File: config.mk
export PLATFORM = sky130hd
export DESIGN_NAME = ttrng_collector
export DESIGN_NICKNAME = d
export VERILOG_FILES = /design/src/rtl/ttrng_collector.sv
export SDC_FILE = /design/constraint.sdc
export NUM_CORES = 1
export LEC_CHECK = 0
export CAP_MARGIN = 20
export CORE_ASPECT_RATIO = 0.9
export CORE_MARGIN = 2
export CORE_UTILIZATION = 40
export CTS_CLUSTER_SIZE = 20
export DETAILED_ROUTE_END_ITERATION = 6
export PLACE_DENSITY = 0.56
export RECOVER_POWER = 50
export REMOVE_ABC_BUFFERS = 1
export SYNTH_ARGS = -nofsm -noshare
export SYNTH_HDL_FRONTEND = slang
export SYNTH_SLANG_ARGS = --single-unit
File: constraint.sdc
create_clock -name clk -period 4.6 [get_ports clk]
set_input_delay 0.69 -clock clk [delete_from_list [all_inputs] [get_ports clk]]
set_output_delay 0.69 -clock clk [all_outputs]
set_load 0.03 [all_outputs]
File: src/rtl/ttrng_collector.sv
// ttrng_collector: consumer side of the SR-latch TRNG.
// Samples raw bits, runs a repetition-count health test, debiases them with
// a von Neumann extractor, packs the result into bytes and buffers the bytes
// in a show-ahead FIFO with a valid/ready output handshake.
module ttrng_collector #(
    parameter int unsigned RCT_LIMIT  = 16,
    parameter int unsigned FIFO_DEPTH = 4
) (
    input  logic                              clk,
    input  logic                              rst,
    input  logic                              raw_bit,
    input  logic                              raw_valid,
    input  logic                              clear_fail,
    output logic [7:0]                        byte_out,
    output logic                              byte_valid,
    input  logic                              byte_ready,
    output logic                              health_fail,
    output logic [$clog2(FIFO_DEPTH):0]       fifo_level,
    output logic [7:0]                        drop_cnt
);

    localparam int unsigned AW = $clog2(FIFO_DEPTH);
    localparam int unsigned LW = AW + 1;
    localparam logic [7:0]    RCT_LIMIT8 = 8'(RCT_LIMIT);
    localparam logic [LW-1:0] FULL_LEVEL = LW'(FIFO_DEPTH);

    // Health test state
    logic          health_fail_q, health_fail_d;
    logic          prev_bit_q,    prev_bit_d;
    logic          have_prev_q,   have_prev_d;
    logic [7:0]    run_len_q,     run_len_d;

    // Pair holder and byte packer
    logic          pair_bit_q,    pair_bit_d;
    logic          pair_full_q,   pair_full_d;
    logic [2:0]    bit_cnt_q,     bit_cnt_d;
    logic [7:0]    shreg_q,       shreg_d;

    // FIFO bookkeeping
    logic [AW-1:0] wr_ptr_q,      wr_ptr_d;
    logic [AW-1:0] rd_ptr_q,      rd_ptr_d;
    logic [LW-1:0] level_q,       level_d;
    logic [7:0]    byte_out_q,    byte_out_d;
    logic          byte_valid_q,  byte_valid_d;
    logic [7:0]    drop_cnt_q,    drop_cnt_d;
    logic [7:0]    mem_q [FIFO_DEPTH];

    // Combinational helpers
    logic          pop;
    logic          push;
    logic          accept;
    logic          fifo_full;
    logic          emit;
    logic          emit_bit;
    logic [7:0]    run_next;
    logic [7:0]    push_byte;
    logic [AW-1:0] rd_next;
    logic          mem_we;
    logic [AW-1:0] mem_waddr;
    logic [7:0]    mem_wdata;

    assign byte_out    = byte_out_q;
    assign byte_valid  = byte_valid_q;
    assign health_fail = health_fail_q;
    assign fifo_level  = level_q;
    assign drop_cnt    = drop_cnt_q;

    // Next-state: clear, health test, pairing, packing and FIFO update
    always_comb begin
        health_fail_d = health_fail_q;
        prev_bit_d    = prev_bit_q;
        have_prev_d   = have_prev_q;
        run_len_d     = run_len_q;
        pair_bit_d    = pair_bit_q;
        pair_full_d   = pair_full_q;
        bit_cnt_d     = bit_cnt_q;
        shreg_d       = shreg_q;
        wr_ptr_d      = wr_ptr_q;
        rd_ptr_d      = rd_ptr_q;
        level_d       = level_q;
        byte_out_d    = byte_out_q;
        drop_cnt_d    = drop_cnt_q;
        pop           = 1'b0;
        push          = 1'b0;
        accept        = 1'b0;
        emit          = 1'b0;
        emit_bit      = 1'b0;
        run_next      = run_len_q;
        push_byte     = 8'h00;
        mem_we        = 1'b0;
        mem_waddr     = wr_ptr_q;
        mem_wdata     = 8'h00;
        fifo_full     = (level_q == FULL_LEVEL);
        rd_next       = rd_ptr_q + AW'(1);

        if (clear_fail) begin
            // Clear wins over every other activity this cycle
            health_fail_d = 1'b0;
            prev_bit_d    = 1'b0;
            have_prev_d   = 1'b0;
            run_len_d     = 8'h00;
            pair_bit_d    = 1'b0;
            pair_full_d   = 1'b0;
            bit_cnt_d     = 3'd0;
            shreg_d       = 8'h00;
            wr_ptr_d      = '0;
            rd_ptr_d      = '0;
            level_d       = '0;
        end else begin
            pop = (level_q != '0) && byte_ready;

            if (!health_fail_q && raw_valid) begin
                if (!have_prev_q || (raw_bit != prev_bit_q)) begin
                    run_next = 8'd1;
                end else if (run_len_q < RCT_LIMIT8) begin
                    run_next = run_len_q + 8'd1;
                end else begin
                    run_next = run_len_q;
                end
                run_len_d   = run_next;
                prev_bit_d  = raw_bit;
                have_prev_d = 1'b1;

                if (run_next == RCT_LIMIT8) begin
                    // The tripping sample never reaches the extractor
                    health_fail_d = 1'b1;
                end else if (!pair_full_q) begin
                    pair_bit_d  = raw_bit;
                    pair_full_d = 1'b1;
                end else begin
                    pair_full_d = 1'b0;
                    if (pair_bit_q != raw_bit) begin
                        emit     = 1'b1;
                        emit_bit = pair_bit_q;
                    end
                end
            end

            if (emit) begin
                shreg_d = {shreg_q[6:0], emit_bit};
                if (bit_cnt_q == 3'd7) begin
                    bit_cnt_d = 3'd0;
                    push      = 1'b1;
                    push_byte = {shreg_q[6:0], emit_bit};
                end else begin
                    bit_cnt_d = bit_cnt_q + 3'd1;
                end
            end

            if (push) begin
                if (!fifo_full || pop) begin
                    accept    = 1'b1;
                    mem_we    = 1'b1;
                    mem_wdata = push_byte;
                    wr_ptr_d  = wr_ptr_q + AW'(1);
                end else if (drop_cnt_q != 8'hFF) begin
                    drop_cnt_d = drop_cnt_q + 8'd1;
                end
            end

            if (pop) begin
                rd_ptr_d = rd_next;
            end

            level_d = level_q + LW'(accept) - LW'(pop);

            // Show-ahead head only moves on a pop or a push into an empty FIFO
            if (pop) begin
                if (level_q > LW'(1)) begin
                    byte_out_d = mem_q[rd_next];
                end else if (accept) begin
                    byte_out_d = push_byte;
                end
            end else if (accept && (level_q == '0)) begin
                byte_out_d = push_byte;
            end
        end

        byte_valid_d = (level_d != '0);
    end

    // Control and status registers
    always_ff @(posedge clk) begin
        if (rst) begin
            health_fail_q <= 1'b0;
            prev_bit_q    <= 1'b0;
            have_prev_q   <= 1'b0;
            run_len_q     <= 8'h00;
            pair_bit_q    <= 1'b0;
            pair_full_q   <= 1'b0;
            bit_cnt_q     <= 3'd0;
            shreg_q       <= 8'h00;
            wr_ptr_q      <= '0;
            rd_ptr_q      <= '0;
            level_q       <= '0;
            byte_out_q    <= 8'h00;
            byte_valid_q  <= 1'b0;
            drop_cnt_q    <= 8'h00;
        end else begin
            health_fail_q <= health_fail_d;
            prev_bit_q    <= prev_bit_d;
            have_prev_q   <= have_prev_d;
            run_len_q     <= run_len_d;
            pair_bit_q    <= pair_bit_d;
            pair_full_q   <= pair_full_d;
            bit_cnt_q     <= bit_cnt_d;
            shreg_q       <= shreg_d;
            wr_ptr_q      <= wr_ptr_d;
            rd_ptr_q      <= rd_ptr_d;
            level_q       <= level_d;
            byte_out_q    <= byte_out_d;
            byte_valid_q  <= byte_valid_d;
            drop_cnt_q    <= drop_cnt_d;
        end
    end

    // FIFO storage; contents are only meaningful below the level, so no reset
    always_ff @(posedge clk) begin
        if (mem_we) begin
            mem_q[mem_waddr] <= mem_wdata;
        end
    end

endmodule

# Yosys cells after proc, flatten, opt, wreduce, memory -nomap -nowiden
# Memories as Yosys holds them, arrays and structs flattened.
# Cells that the tools add are included.
[word_totals]
reg_bits = 47
latchBits = 0
ramBits = 32
romBits = 0
in_bits = 6
out_inout_bits = 21
word_cells = 88
memories = 1
[memory_table]
columns = ["name", "words", "width", "rd", "rd_clocked_by_memory_dff", "wr", "line", "rtl"]
rows = [
  ["mem_q", 4, 8, 1, 0, 1, "46", "logic [7:0] mem_q [FIFO_DEPTH];"],
]
[classes]
n_addsub = 7
mul = 0
div_mod_pow = 0
magnitude_cmp = 2
n_eq_ne = 7
shift = 0
mux = 34
bitwise_logic = 4
n_reduce_logical = 19
[ops]
columns = ["operator", "count"]
rows = [
  ["8-bit 2-to-1 mux", 13],
  ["1-bit 2-to-1 mux", 19],
  ["8-bit by 1-bit adder with 8-bit output, second input constant", 2],
  ["8-bit by 5-bit == test with 1-bit output, second input constant", 1],
  ["8-bit by 5-bit < comparator with 1-bit output, second input constant", 1],
  ["8-bit inequality test, second input constant", 1],
  ["3-bit == test, second input constant", 2],
  ["3-bit 2-to-1 mux", 2],
  ["2-bit AND reduction", 3],
  ["3-bit AND reduction", 2],
  ["3-bit nonzero test", 2],
  ["2-bit by 1-bit adder with 2-bit output, second input constant", 2],
  ["1-bit inverter", 4],
  ["4-bit AND reduction", 1],
  ["3-bit by 1-bit adder with 3-bit output", 1],
  ["3-bit by 1-bit adder with 3-bit output, second input constant", 1],
  ["3-bit by 1-bit greater-than comparator with 1-bit output, second input constant", 1],
  ["1-bit logical AND", 3],
  ["1-bit logical NOT", 3],
  ["3-bit logical NOT", 1],
  ["3-bit by 1-bit inequality test with 1-bit output, second input constant", 1],
  ["3-bit by 1-bit subtractor with 3-bit output", 1],
  ["1-bit logical OR", 2],
  ["1-bit inequality test", 2],
  ["other kinds (2)", 2],
]

# Longest topological paths before layout
# Gate-level depths: netlist of the first run.
[logic_depth]
depth_word = 17
depth_mapped = 14
depth_no_buf = 13

# Worst setup path after synthesis of the first run
# Ideal clock, no wire load.
[synth_path]
path_type = "register to register"
from = "register run_len_q[4]"
to = "register byte_valid_q (netlist: byte_valid)"
setup_ns = 0.127
arrival_ns = 3.239
required_time_ns = 4.473
slack_ns = 1.234
stages_incl_launch_ff = 14
path_buffers = 1
synth_period_minus_slack_ns = 3.366
path_cell_list = "dfxtp_1 -> nor4_4 -> or4b_1 -> a311o_1 -> clkbuf_1 -> nand3_1 -> ha_1 -> inv_1 -> ha_1 -> inv_1 -> fa_1 -> xnor2_1 -> nor2_1 -> or3_1"
[synth_via]
elab_chain_cells = 17
elab_cells_between_ends = 18
classes_between = "3 x add/sub; 1 x order compare; 1 x eq/ne; 12 x mux; 1 x reduce/logical"
[synth_lines]
columns = ["element", "line", "rtl"]
rows = [
  ["start, declared", "31", "logic [7:0] run_len_q, run_len_d;"],
  ["start signal, assigned", "203", "run_len_q <= run_len_d;"],
  ["8-bit by 1-bit adder with 8-bit output or 8-bit by 5-bit < comparator with 1-bit output (tied branches)", "116, 115", ""],
  ["8-bit 2-to-1 mux *", "115", "end else if (run_len_q < RCT_LIMIT8) begin"],
  ["8-bit 2-to-1 mux *", "113", "if (!have_prev_q || (raw_bit != prev_bit_q)) begin"],
  ["8-bit 2-to-1 mux *", "112", "if (!health_fail_q && raw_valid) begin"],
  ["8-bit 2-to-1 mux *", "96", "if (clear_fail) begin"],
  ["8-bit by 5-bit == test with 1-bit output *", "124", "if (run_next == RCT_LIMIT8) begin"],
  ["1-bit 2-to-1 mux *", "124", ""],
  ["1-bit 2-to-1 mux *", "112", ""],
  ["1-bit 2-to-1 mux *", "96", ""],
  ["1-bit 2-to-1 mux *", "139", "if (emit) begin"],
  ["1-bit 2-to-1 mux *", "96", ""],
  ["1-bit 2-to-1 mux *", "150", "if (push) begin"],
  ["1-bit 2-to-1 mux *", "96", ""],
  ["3-bit by 1-bit adder with 3-bit output *", "165", "level_d = level_q + LW'(accept) - LW'(pop);"],
  ["3-bit by 1-bit subtractor with 3-bit output *", "165", ""],
  ["3-bit 2-to-1 mux *", "96", ""],
  ["3-bit nonzero test *", "179", "byte_valid_d = (level_d != '0);"],
  ["end signal, assigned", "212", "byte_valid_q <= byte_valid_d;"],
  ["end, declared", "44", "logic byte_valid_q, byte_valid_d;"],
]
# Mark *: on every way between the ends. The rest lies on a longest branch, timed or not. The select of a mux whose other input is x is not followed.
# A chain may end at the register's enable or synchronous reset.

# Worst setup path in the final report of the first run
# Same ends and word-level chain as after synthesis.

==> impl_metrics.ini, run 1 <==
[pwr]
pwr-share-comb = 0.025
seqPwrFrac = 0.573
powerDensity_nw_per_um2 = 299.3
power.net_switching_mw = 0.2800
p_clk_frac = 0.402
p_int_mw = 0.9867
peakVddDrop_v = 0.0001186
swShare = 0.2211
p_leak_nw = 1.467

[clock_tree]
cts_hold_buf = 0
cts-root-buf = clkbuf_8
clock_latency_ns = 0.35
cts_buffers = 9
cts_tree = yes
cts_resized = 0
clk_transition_reported_paths_ns = 0.08
clockBufferDepth = 2
htree_levels = 3
postCtsSetupRepairBufs = 0
clkSinkCount = 79

[floorplan]
die-area_sq_um = 9899
dieHeight_um = 94.59
core_area_sq_um = 9001
std_cell_rows = 33
initial_core_util = 0.4052
die_w_um = 104.7
pin_count = 27

[critical_path]
cp-end-kind = register
crit_arrival_ns = 3.80
critPathKind = register to register
r2r_setup_slack_ns = 1.04
path_cells = nor4_4 -> or4b_1 -> a311o_1 -> buf_4 -> nand3_1 -> ha_1 -> inv_1 -> ha_1 -> inv_1 -> fa_1 -> xnor2_1 -> nor2_1 -> or3_1
path_buf_inv = 3
worst_r2r_path_depth = 13
rr_endpoint = byte_valid$_SDFF_PP0_
cp_max_fo = 22
crit_family = simple AND/OR/NAND/NOR gates
r2r_start = run_len_q[4]$_SDFFE_PP0P_
cp_slowest_stage_delay_ns = 0.52
cp_data_required_time_ns = 4.83
worstSetupStartpointType = register
slowest_stage = or4b_1

[yosys]
yosys.area_share.simple = 0.1804
syn_area_sq_um = 3647
synth.area.mux_share = 0.1005
seq_area_frac_synth = 0.5214
synth_top_family_by_area = simple AND/OR/NAND/NOR gates
yosys_warnings = 0
synth_compound_area_frac = 0.1115
async_reset_ff_frac = 0
synth_xor_xnor_area_share = 0.01201
synth_edf_count = 32
synth_adder_area_share = 0.04666
netlist_instances = 319
synth_seq_cells = 79
synthFlopType = dfxtp_1
yosysUniqueCellTypes = 47
syn_avg_cell_area_sq_um = 11.43

[status]
status = finished, final reports clean

[global_route]
grt_max_degree = 25
grt_pass1_vias = 2430
grt_pass1_wl_mm = 12.34
grt_util_all_layers = 0.1620
grt_overflow = 0
antenna_found_initial = 0

[timing]
fin_crit_ns = 3.562
finalCritPeriodShare = 0.7744
worst_slew_pin_slew_ns = 0.8870
tns_ns = 0
hold_violations = 0
finalHoldWorstSlack_ns = 0.4652
skew_ns = 0.009870
fmax_mhz = 280.7
drv_slew = 0
grt_setup_unrepaired = no
relSlewSlack = 0.4047
setup_viol = 0

[detailed_routing]
routed_wl_mm = 7.616
vias_per_cell = 5.337
drc_errors = 0
antenna_left = 0
dr_total_vias = 2535
drt-initial-drc-count = 120
drtPass1Iterations = 4
routedWlPerCell_um = 16.03

[finish]
nFillCells = 873
area_growth_pct = 16.05
final_util = 0.4703
final_net_count = 367
diodes = 0
drive_above_1_share = 0.09065

[place]
place_hpwl_mm = 5.186
io_buffers = 26
gp_congestion = 0.8121

[hold_path]
hold_path_end = bit_cnt_q[1]$_SDFFE_PP0N_
min_path_cells = 2
worst_hold_path_type = register to register
hold_start = bit_cnt_q[1]$_SDFFE_PP0N_

[flow_run]
drv_cap = 0
## cell families (layout without fill, tap and decap cells)
family	Yosys count	in the layout
AO/OA/AOI/OAI	53	53
XOR/XNOR	5	5
adder cells (fa/ha/maj)	13	13
buffers and inverters	24	58
flip-flops	79	79
multiplexers	26	26
AND/OR/NAND/NOR	119	119
## registers in the layout (all words and copies together) (netlist names), 2 cells and up
signal      flops
rd_ptr_q        2
run_len_q       8
drop_cnt        8
mem_waddr       2
mem_q          32
byte_out        8
shreg_q         7
bit_cnt_q       3
fifo_level      3
## area by class of cell
class | count | area (sq um) | share of cell area
Tap cell | 122 | 152.6 | 0.03606
Clock buffer | 9 | 123.9 | 0.02926
Clock inverter | 7 | 72.57 | 0.01714
Multi-Input combinational cell | 216 | 1639 | 0.3872
Sequential cell | 79 | 1902 | 0.4493
Timing Repair Buffer | 34 | 312.8 | 0.07390
Inverter | 8 | 30.03 | 0.007094
## cell usage after synthesis (7+ instances only)
master	number	area, sq um
and3_1	7	43.79
a211oi_1	8	60.06
nor2b_1	16	100.1
a21oi_1	12	60.06
nor2_1	19	71.32
ha_1	12	150.1
nand2_1	24	90.09
inv_1	8	30.03
clkbuf_1	11	41.29
and2_1	18	112.6
a221oi_1	8	70.07
dfxtp_1	47	940.9
mux2i_1	13	130.1
a41oi_1	7	61.31
mux4_2	8	180.2
edfxtp_1	32	960.9
## metrics by stage
step / total power [mW] / cell area (sq um) / std cells / worst slack [ns]
global route: 1.318 / 4233 / 475 / 0.8045
detailed placement: 0.7741 / 4050 / 459 / 0.8044
CTS: 1.289 / 4247 / 475 / 1.045
global placement: 0.7739 / 4050 / 459 / 0.8412
finish: 1.267 / 4233 / 475 / 1.038
floorplan: 0.7578 / 3577 / 303 / 1.195
## worst register-to-register path, cell delays in order (launching register included)
cell     delay (ns)
dfxtp_1        0.36
nor4_4         0.48
or4b_1         0.52
a311o_1        0.29
buf_4          0.22
nand3_1        0.15
ha_1           0.24
inv_1          0.06
ha_1           0.13
inv_1          0.05
fa_1           0.37
xnor2_1        0.15
nor2_1         0.06
or3_1          0.38
## layer usage
layer	vias to the layer above	GRT usage	wire, um
li1	1254	-	-
met1	1228	0.2260	3857
met2	49	0.2505	3456
met3	4	0.02761	240
met4	0	0.07000	62
met5	-	0	0
## power by group through the flow
stage	Sequential (mW)	Clock, mW	Combinational (mW)
floorplan	0.741	0	0.0166
global placement	0.742	0	0.0322
detailed placement	0.742	0	0.0324
CTS	0.725	0.531	0.0324
global route	0.726	0.557	0.0353
finish	0.725	0.510	0.0316
## how the worst max path moves through the flow
stage	from	to	slack [ns]	cells after the start
2_1_floorplan	run_len_q[4]$_SDFFE_PP0P_	byte_valid$_SDFF_PP0_	1.19	12
3_3_place_gp	raw_bit	byte_valid$_SDFF_PP0_	0.84	15
3_5_place_dp	raw_bit	byte_valid$_SDFF_PP0_	0.80	15
4_1_cts	run_len_q[4]$_SDFFE_PP0P_	byte_valid$_SDFF_PP0_	1.04	13
5_1_grt	run_len_q[4]$_SDFFE_PP0P_	byte_valid$_SDFF_PP0_	0.80	13
6_report	run_len_q[4]$_SDFFE_PP0P_	byte_valid$_SDFF_PP0_	1.04	13
## placed cells by master, fill, tap and decap left out, types with 9 or more instances in the layout
cell type,count
ha_1,12
dlygate4sd3_1,24
nor2_1,19
nand2_1,24
dfxtp_1,47
mux2i_1,13
nor2b_1,16
edfxtp_1,32
and2_1,14
a21oi_1,12
clkbuf_8,9
(Power assumes the default switching activity.)
==> run 2: changes to the inputs <==
Settings changed: PLACE_DENSITY 0.56 to 0.58.
Clock period 4.6 ns to 3 ns, I/O delays scaled along.
==> impl_metrics.ini, run 2 (synthesized netlist as in run 1, its figures left out) <==
[place]
placed_cells = 485
io_buffers = 26
place_hpwl_mm = 5.458
gp_congestion = 0.7945

[floorplan]
die_w_um = 104.7
pin_count = 27
dieHeight_um = 94.59
std_cell_rows = 33
die-area_sq_um = 9899
core_area_sq_um = 9001
initial_core_util = 0.4052

[hold_path]
min_path_cells = 2
worst_hold_path_type = register to register

[timing]
drv_slew = 0
hold_violations = 0
grt_setup_unrepaired = yes
tns_ns = -0.02916
worst_slew_pin_slew_ns = 0.9139
relSlewSlack = 0.3908
finalHoldWorstSlack_ns = 0.4694
fin_crit_ns = 3.029
fmax_mhz = 330.1
skew_ns = 0.01337
finalCritPeriodShare = 1.010
setup_viol = 1
worst_slack_ns = -0.02916

[status]
status = finished, violations left
violations = setup timing

[pwr]
p_leak_nw = 1.582
pwr-share-comb = 0.027
peakVddDrop_v = 0.0001773
swShare = 0.2126
p_clk_frac = 0.428
powerDensity_nw_per_um2 = 457.1
power.net_switching_mw = 0.4340
p_int_mw = 1.608
seqPwrFrac = 0.545

[clock_tree]
clock_latency_ns = 0.35
clkSinkCount = 79
cts-root-buf = clkbuf_8
clk_transition_reported_paths_ns = 0.08
clockBufferDepth = 2
cts_buffers = 9
cts_tree = yes
cts_hold_buf = 0
htree_levels = 3

[detailed_routing]
vias_per_cell = 5.315
routed_wl_mm = 7.917
drtPass1Iterations = 4
drt-initial-drc-count = 109
antenna_left = 0
drc_errors = 0
routedWlPerCell_um = 15.80
dr_total_vias = 2663

[global_route]
antenna_found_initial = 0
grt_pass1_vias = 2549
grt_overflow = 0
grt_pass1_wl_mm = 12.85
grt_util_all_layers = 0.1701
grt_max_degree = 22

[finish]
final_cell_mix = 46 x dfxtp_1, 32 x edfxtp_1, 28 x buf_4
final_common_cell = dfxtp_1
nFillCells = 852
top_register = mem_q
multi_input_area_sq_um = 1669
seqCellArea_sq_um = 1903
largest_reg_flops = 32
instances_no_fill = 501
final_net_count = 393
area_growth_pct = 22.47
drive_above_1_share = 0.1583
diodes = 0

[critical_path]
slowest_stage = or4b_4
critPathKind = register to register
worstSetupStartpointType = register
cp_data_required_time_ns = 3.23
path_buf_inv = 2
cp-end-kind = register
path_cells = nor4_4 -> or4b_4 -> a311o_1 -> nand3_2 -> ha_4 -> inv_1 -> ha_1 -> inv_1 -> fa_2 -> xnor2_1 -> nor2_1 -> or3_1
cp_max_fo = 2
cp_slowest_stage_delay_ns = 0.50
crit_family = simple AND/OR/NAND/NOR gates
crit_top_cell = inv_1
crit_arrival_ns = 3.26
cp_num_cells = 12
worst_r2r_path_depth = 12

[flow_run]
drv_cap = 0
-- run 2: changes by cell type in the layout (fill, tap and decap cells not counted), sizes merged --
cell,change
clkdlybuf4s50,+4
dlygate4sd3,-4
inv,+2
clkinv,-4
buf,+22
bufinv,+1
clkbuf,+5
-- run 2: metrics by stage --
step | total power [mW] | util | area (sq um) | setup WS (ns)
6_report | 2.042 | 0.4962 | 4467 | -0.02916
5_1_grt | 2.113 | 0.4962 | 4467 | -0.1765
4_1_cts | 2.068 | 0.4987 | 4489 | -0.04194
3_5_place_dp | 1.193 | 0.4716 | 4245 | -0.4158
3_3_place_gp | 1.193 | 0.4716 | 4245 | -0.3663
2_1_floorplan | 1.162 | - | 3577 | -0.4055
-- run 2: metal layers --
layer | GRT usage | share of wire
met5 | 0 | 0
met4 | 0.07333 | 0.018
met3 | 0.02968 | 0.039
met2 | 0.2625 | 0.46
met1 | 0.2374 | 0.48
-- run 2: cell type report --
cell class	count	share of cell area
multi-input cells	216	0.3737
repair buffers	60	0.1104
clock buffers	10	0.02857
flip-flops and latches	79	0.4261
well taps	122	0.03417
inverters	8	0.006723
clock inverters	6	0.02045
-- run 2: worst register-to-register path: stages (launching register included) --
cell,delay [ns]
dfxtp_2,0.34
nor4_4,0.30
or4b_4,0.50
a311o_1,0.32
nand3_2,0.13
ha_4,0.20
inv_1,0.04
ha_1,0.13
inv_1,0.05
fa_2,0.33
xnor2_1,0.14
nor2_1,0.07
or3_1,0.37
-- run 2: repair_timing --
action,in CTS,in global routing
setup buffers,0,0
gates resized for setup,5,0
hold endpoints to repair,0,0
endpoints found under the setup margin,1,1
-- run 2: final timing paths --
check,start,end,slack (ns)
max,run_len_q[4]$_SDFFE_PP0P_,byte_valid$_SDFF_PP0_,-0.03
min,bit_cnt_q[1]$_SDFFE_PP0N_,bit_cnt_q[1]$_SDFFE_PP0N_,0.47
max reg2reg,run_len_q[4]$_SDFFE_PP0P_,byte_valid$_SDFF_PP0_,-0.03
min reg2reg,bit_cnt_q[1]$_SDFFE_PP0N_,bit_cnt_q[1]$_SDFFE_PP0N_,0.47
-- run 2: power by group through the flow --
| stage | combinational [mW] | clock (mW) | sequential, mW |
|---|---|---|---|
| 5_1_grt | 0.0623 | 0.938 | 1.11 |
| 6_report | 0.0558 | 0.874 | 1.11 |
| 3_3_place_gp | 0.0559 | 0 | 1.14 |
| 2_1_floorplan | 0.0254 | 0 | 1.14 |
| 3_5_place_dp | 0.0558 | 0 | 1.14 |
| 4_1_cts | 0.0566 | 0.900 | 1.11 |
==> run 3: changes to the inputs <==
Settings changed: CORE_UTILIZATION 40 to 52, PLACE_DENSITY 0.58 to 0.73, SETUP_SLACK_MARGIN set to 0.2, TNS_END_PERCENT set to 50.
==> impl_metrics.ini, run 3 (synthesized netlist as in run 1, its figures left out) <==
[critical_path]
cp_max_fo = 8
crit_arrival_ns = 3.28
cp_data_required_time_ns = 3.24
path_cells = nor4_4 -> buf_4 -> buf_6 -> nand4_1 -> a311o_1 -> nand3_2 -> ha_4 -> inv_4 -> ha_4 -> inv_2 -> fa_2 -> xnor2_1 -> nor2_1 -> or3_1
cp_slowest_stage_delay_ns = 0.41
worstSetupStartpointType = register
critPathKind = register to register
path_buf_inv = 4
slowest_stage = a311o_1
worst_r2r_path_depth = 14
rr_endpoint = byte_valid$_SDFF_PP0_
r2r_start = run_len_q[4]$_SDFFE_PP0P_
cp-end-kind = register
crit_family = simple AND/OR/NAND/NOR gates
crit_top_cell = ha_4
r2r_setup_slack_ns = -0.04

[finish]
drive_above_1_share = 0.1835
top_register = mem_q
final_common_cell = dfxtp_1
largest_reg_flops = 32
final_net_count = 390
diodes = 0
instances_no_fill = 466
area_growth_pct = 22.47
final_cell_mix = 43 x dfxtp_1, 32 x edfxtp_1, 28 x buf_4

[floorplan]
pin_count = 27
std_cell_rows = 28
initial_core_util = 0.5451
core_area_sq_um = 6691
die_w_um = 92.28
dieHeight_um = 83.45
die-area_sq_um = 7701

[timing]
setup_viol = 1
drv_slew = 0
hold_violations = 0
skew_ns = 0.004001
relSlewSlack = 0.5746
fin_crit_ns = 3.040
fmax_mhz = 329.0
grt_setup_unrepaired = yes
worst_slew_pin_slew_ns = 0.6373
finalCritPeriodShare = 1.013
worst_slack_ns = -0.03964

[global_route]
grt_pass1_vias = 2602
grt_overflow = 0
antenna_found_initial = 0
grt_util_all_layers = 0.2123
grt_pass1_wl_mm = 12.65
grt_max_degree = 23

[pwr]
swShare = 0.1935
p_clk_frac = 0.436
peakVddDrop_v = 0.0002097
pwr-share-comb = 0.027
p_int_mw = 1.673
seqPwrFrac = 0.536
powerDensity_nw_per_um2 = 464.4
power.net_switching_mw = 0.4014
p_leak_nw = 1.590

[clock_tree]
htree_levels = 3
clk_transition_reported_paths_ns = 0.08
clockBufferDepth = 2
clock_latency_ns = 0.35
clkSinkCount = 79
cts-root-buf = clkbuf_8
cts_buffers = 9
cts_tree = yes

[place]
gp_congestion = 0.8344
io_buffers = 26
place_ws_ns = -0.3874
place_hpwl_mm = 5.285
placed_cells = 445

[detailed_routing]
routedWlPerCell_um = 16.38
dr_total_vias = 2663
drc_errors = 0
drt-initial-drc-count = 166
wl_met3_um = 347
met2_length_mm = 3.604
routed_wl_mm = 7.632
vias_per_cell = 5.715
drt-met1-wl_mm = 3.543
drtPass1Iterations = 5
antenna_left = 0
dr.max_layer_used = met4

[hold_path]
worst_hold_path_type = register to register
min_path_cells = 2
hold_start = bit_cnt_q[2]$_SDFFE_PP0N_
hold_path_end = bit_cnt_q[2]$_SDFFE_PP0N_

[flow_run]
drv_cap = 0

[status]
violations = setup timing
status = finished, violations left
==> run 3: cell count changes in the layout (fill, tap and decap cells not counted), sizes merged <==
| cell | previous run | this run |
|---|---|---|
| buf | 28 | 29 |
| clkbuf | 16 | 15 |
| clkinv | 0 | 1 |
| inv | 11 | 8 |
| clkdlybuf4s50 | 6 | 4 |
| dlygate4sd3 | 20 | 22 |
| clkinvlp | 1 | 0 |
==> run 3: worst max-delay path by stage <==
| stage | startpoint | end | slack (ns) | cells after the start |
|---|---|---|---|---|
| 2_1_floorplan | run_len_q[4]$_SDFFE_PP0P_ | byte_valid$_SDFF_PP0_ | -0.41 | 12 |
| 3_3_place_gp | raw_bit | byte_valid$_SDFF_PP0_ | -0.33 | 14 |
| 3_5_place_dp | raw_bit | byte_valid$_SDFF_PP0_ | -0.39 | 14 |
| 4_1_cts | run_len_q[6]$_SDFFE_PP0P_ | byte_valid$_SDFF_PP0_ | -0.07 | 12 |
| 5_1_grt | run_len_q[4]$_SDFFE_PP0P_ | byte_valid$_SDFF_PP0_ | -0.19 | 14 |
| 6_report | run_len_q[4]$_SDFFE_PP0P_ | byte_valid$_SDFF_PP0_ | -0.04 | 14 |
==> run 3: metal layers <==
layer / vias to the layer above / global-route usage
li1: 1303 / -
met3: 11 / 0.04697
met4: 0 / 0.09769
met5: - / 0
met2: 63 / 0.3202
met1: 1286 / 0.2933
==> run 3: power by group through the flow <==
stage	combinational (mW)	sequential (mW)	clock, mW
after floorplan	0.0254	1.14	0
after global routing	0.0628	1.11	0.960
after global placement	0.0534	1.14	0
after detailed placement	0.0543	1.14	0
final	0.0566	1.11	0.905
after CTS	0.0562	1.11	0.921
==> run 3: through the flow <==
stage / TNS [ns] / instance area [sq um] / util / power, mW / hold WS (ns)
6_report: -0.03964 / 4467 / 0.6675 / 2.074 / 0.4684
5_1_grt: -0.1892 / 4467 / 0.6675 / 2.135 / 0.4882
4_1_cts: -0.07368 / 4428 / 0.6617 / 2.089 / 0.4732
3_5_place_dp: -0.9897 / 4145 / 0.6195 / 1.191 / 0.4627
3_3_place_gp: -0.4959 / 4145 / 0.6195 / 1.190 / 0.4482
2_1_floorplan: -1.796 / 3577 / - / 1.162 / 0.4385
==> run 3: worst register-to-register path, delay by kind of cell (launching register included) <==
kind                       cells  cell delay [ns]
and+or+nand+nor                5             0.99
adders and majority gates      3             0.68
AOI/OAI and AO/OA              1             0.41
buffers and inverters          4             0.36
DFF                            1             0.34
xor gates and xnor gates       1             0.16
==> run 3: timing repair <==
| action | CTS | global route |
|---|---|---|
| gates resized for setup | 6 | 12 |
| setup buffers | 3 | 2 |
| endpoints found under the setup margin | 3 | 12 |
| pin swaps | 3 | 8 |
| endpoints found under the hold margin | 0 | 0 |
| hold buffers | 0 | 0 |
==> run 3: final cells by class <==
| cell class | count | area, sq um |
|---|---|---|
| clock buffers | 13 | 170.2 |
| clock inverters | 3 | 63.81 |
| fillers | 487 | 2225 |
| inverters | 8 | 32.53 |
| multi-input cells | 216 | 1692 |
| flip-flops and latches | 79 | 1907 |
| well taps | 90 | 112.6 |
| repair buffers | 57 | 489.2 |
==> patch 1 (flow settings as in run 2) <==
`byte_out_q` no longer has a reset.
--- a/src/rtl/ttrng_collector.sv
+++ b/src/rtl/ttrng_collector.sv
@@ -194,5 +194,4 @@
             rd_ptr_q      <= '0;
             level_q       <= '0;
-            byte_out_q    <= 8'h00;
             byte_valid_q  <= 1'b0;
             drop_cnt_q    <= 8'h00;
@@ -209,8 +208,11 @@
             rd_ptr_q      <= rd_ptr_d;
             level_q       <= level_d;
-            byte_out_q    <= byte_out_d;
             byte_valid_q  <= byte_valid_d;
             drop_cnt_q    <= drop_cnt_d;
         end
+    end
+
+    always_ff @(posedge clk) begin
+        byte_out_q <= byte_out_d;
     end
 
Check against the original RTL: same outputs for any inputs over 10 cycles, from zero or initial values and one cycle with rst high; that may be too few to reach the edited logic, so the function may still have changed.
==> patch 1 against run 2 <==
Area after synthesis down 4.5%. Routed wire length fell by 6.0%. Non-clock buffer count is 9 higher. Final area down 0.73%. Worst setup slack gained 0.076 ns. Total power shrank 4.2%. First-iteration DRC count decreased by 7.3%. Sequential cell count did not move. Critical path type unchanged. Highest routed layer unchanged.
==> patch 1: results (changes against run 2) <==
min_from: "prev_bit_q"  # was bit_cnt_q[1]
swShare: 0.216  # was 0.213
finClkSkew_ns: 0.0103  # was 0.0134 ns
grt_pass1_wl_um: 12400  # was 12900 um
grtUsageTotal: 0.172  # was 0.170
leakagePower_nw: 1.45  # was 1.58 nW
hold_path_end: "prev_bit_q"  # was bit_cnt_q[1]
cp_top_family: "simple AND/OR/NAND/NOR gates"  # unchanged
synth_fa_ha_area_frac: 0.0489  # was 0.0467
drtIter0Drc: 101  # was 109
ctsResizeCount: 3  # was 5
synth_common_cells: "edfxtp_1 (40), dfxtp_1 (39), a21oi_1 (17)"  # was dfxtp_1 (47), edfxtp_1 (32), nand2_1 (24)
grt_pass1_vias: 2455  # was 2549
synth-edff-count: 40  # was 32
diodes: 0  # unchanged
max_stage_delay_ns: 0.47  # was 0.50 ns
drive_gt1_frac: 0.244  # was 0.158
status: "complete, no violations"  # was finished with violations
viasPerCell: 5.16  # was 5.32
pre_cts_slack_ns: -0.454  # was -0.416 ns
cts_root_buffer: "clkbuf_8"  # unchanged
wl_per_cell_um: 15.7  # was 15.8 um
ys_types: 51  # was 47
r2r_slack_ns: 0.05  # was -0.03 ns
seq_power_share: 0.576  # was 0.545
synthXorXnorAreaFrac: 0.0101  # was 0.0120
fin_hold_ws_ns: 0.473  # was 0.469 ns
nets: 370  # was 393
cts_setup_buffers: 3  # was 0
dp.cells: 455  # was 485
drc: 0  # unchanged
synth_area_per_cell_um2: 12.3  # was 11.4 um2
top_register: "mem_q"  # unchanged
grt_max_degree: 24  # was 22
place_congestion: 0.715  # was 0.795
worstPathMaxFanout: 3  # was 2
synth_compound_area_frac: 0.102  # was 0.111
io_buffers: 26  # unchanged
yosysSeqAreaShare: 0.569  # was 0.521
clkPwrFrac: 0.396  # was 0.428
ys_top_cells_by_area: "edfxtp_1 (34%), dfxtp_1 (22%), mux4_2 (5.2%)"  # was edfxtp_1 (26%), dfxtp_1 (26%), mux4_2 (4.9%)
max-vdd-ir-drop_uv: 180  # was 177 uV
drt_pass1_iterations: 4  # unchanged
place.detailed.hpwl_um: 5110  # was 5460 um
fin_crit_ns: 2.95  # was 3.03 ns
slowest_stage: "a2111o_1"  # was or4b_4
fin_cells: 475  # was 501
synthMuxAreaShare: 0.0844  # was 0.101
place_area_um2: 4160  # was 4250 um2
async_reset_ff_frac: 0  # unchanged
## patch 1: cell types whose count changed after synthesis, moves of 6 or more
| cell | delta |
|---|---|
| a22o_1 | +8 |
| and3_1 | -7 |
| dfxtp_1 | -8 |
| nor2b_1 | -9 |
| a221oi_1 | -8 |
| nand2_1 | -8 |
| o21ai_0 | +12 |
| a41oi_1 | -7 |
| a211oi_1 | -6 |
| edfxtp_1 | +8 |
## patch 1: final cells by class
class | instances | area, um2
tap | 119 | 149
sequential | 79 | 1990
inverter | 7 | 26.3
multi-input combinational | 185 | 1480
clock buffer | 11 | 131
clock inverter | 5 | 58.8
fill | 766 | 4090
timing repair buffer | 69 | 599
## patch 1: routing by layer
metal / track usage / share of wire / wire length [um] / vias up
li1: - / - / - / 1200
met1: 0.244 / 0.50 / 3730 / 1211
met2: 0.259 / 0.46 / 3400 / 33
met3: 0.0491 / 0.034 / 256 / 7
met4: 0.0489 / 0.0077 / 57 / 0
met5: 0 / 0 / 0 / -
==> patch 2 (config.mk and constraints of run 2) <==
Without the edit above. Set the parameter `FIFO_DEPTH` to 8 (it was 4).
--- a/src/rtl/ttrng_collector.sv
+++ b/src/rtl/ttrng_collector.sv
@@ -5,5 +5,5 @@
 module ttrng_collector #(
     parameter int unsigned RCT_LIMIT  = 16,
-    parameter int unsigned FIFO_DEPTH = 4
+    parameter int unsigned FIFO_DEPTH = 8
 ) (
     input  logic                              clk,
Interface: changed (resized fifo_level); port bits go from 27 to 28. No check against the original RTL was run, so the function may have changed too.
==> patch 2 against run 2 <==
Final area rose by 44%. Die area is 41% higher. Global-route usage increased by 1.1 points. Routed wire length rose by 50%. Total power increased by 130%. Worst setup slack better by 0.25 ns. Area after synthesis increased by 43%. Synthesized cell count up 39%. Clock skew fell by 0.0062 ns. Sequential cell count up 35. Sequential share of layout area increased by 2.8 points. Largest cell class unchanged.
==> patch 2: results (changes against run 2) <==
fin_hold_ws_ns: 0.352  # was 0.469 ns
synthXorXnorAreaFrac: 0.0101  # was 0.0120
cts_buffers: 17  # was 9
yosysMostFrequentCell: "edfxtp_1"  # was dfxtp_1
finClkSkew_ns: 0.00717  # was 0.0134 ns
htree_levels: 4  # was 3
ctsResizeCount: 1  # was 5
fmax_mhz: 359  # was 330 MHz
yosysSeqAreaShare: 0.559  # was 0.521
synth_fa_ha_area_frac: 0.0349  # was 0.0467
nets: 527  # was 393
status: "complete, no violations"  # was finished with violations
clkTransAtPathRegs_ns: 0.05  # was 0.08 ns
cellPowerDensity_nw_per_um2: 723  # was 457 nW/um2
dr_wl_met3_um: 456  # was 311 um
synth-edff-count: 64  # was 32
dp.cells: 649  # was 485
drive_gt1_frac: 0.162  # was 0.158
hold_path.class: "input pin to flop"  # was flop to flop
pre_cts_slack_ns: -0.436  # was -0.416 ns
grt_util_met2: 0.276  # was 0.263
fillers: 1176  # was 852
io_buffers: 27  # was 26
clock_latency_ns: 0.42  # was 0.35 ns
synthMuxAreaShare: 0.0593  # was 0.101
crit_arrival_ns: 3.11  # was 3.26 ns
ys_top_cells_by_area: "edfxtp_1 (37%), dfxtp_1 (19%), mux2i_1 (5.9%)"  # was edfxtp_1 (26%), dfxtp_1 (26%), mux4_2 (4.9%)
m1WireLength_um: 5780  # was 3840 um
grt_pass1_vias: 3722  # was 2549
drtIter0Drc: 313  # was 109
slowest_stage: "or4_4"  # was or4b_4
grt_pass1_wl_um: 19600  # was 12900 um
cts_root_buffer: "clkbuf_16"  # was clkbuf_8
cts_setup_buffers: 1  # was 0
wl_um: 11900  # was 7920 um
crit_start: "run_len_q[7]"  # was run_len_q[4]
place.detailed.hpwl_um: 8120  # was 5460 um
synth_area_per_cell_um2: 11.8  # was 11.4 um2
use_met1: 0.250  # was 0.237
synth_common_cells: "edfxtp_1 (64), dfxtp_1 (50), a21oi_1 (32)"  # was dfxtp_1 (47), edfxtp_1 (32), nand2_1 (24)
grtUsageMet3: 0.0472  # was 0.0297
hold_path_end: "prev_bit_q"  # was bit_cnt_q[1]
patch 2: where the power goes:
| part | switching [mW] | total (mW) | internal, mW |
|---|---|---|---|
| Sequential | 0.0331 | 1.72 | 1.69 |
| Combinational | 0.543 | 0.957 | 0.414 |
| Clock | 0.754 | 1.98 | 1.23 |
patch 2: cell type report:
type / instances / area share
Multi-Input combinational cell: 295 / 0.331
Clock inverter: 15 / 0.0249
Timing Repair Buffer: 67 / 0.0847
Clock buffer: 17 / 0.0661
Sequential cell: 114 / 0.454
Tap cell: 164 / 0.0319
Inverter: 12 / 0.00700
patch 2: worst reg2reg max path, cell delays in order (launching register included):
cell and delay [ns]:
dfxtp_1 0.34, nor4_4 0.42, nor3_1 0.14, o2111ai_1 0.27, nand2_1 0.09, ha_1 0.20
or4_4 0.49, nor3_4 0.26, buf_4 0.17, a21oi_1 0.07, a311oi_2 0.24
patch 2: kinds of logic after synthesis:
family | after synthesis
simple gates | 148
flops | 114
compound gates | 96
buf+inv | 36
mux | 31
fa+ha+maj | 14
xor+xnor | 6
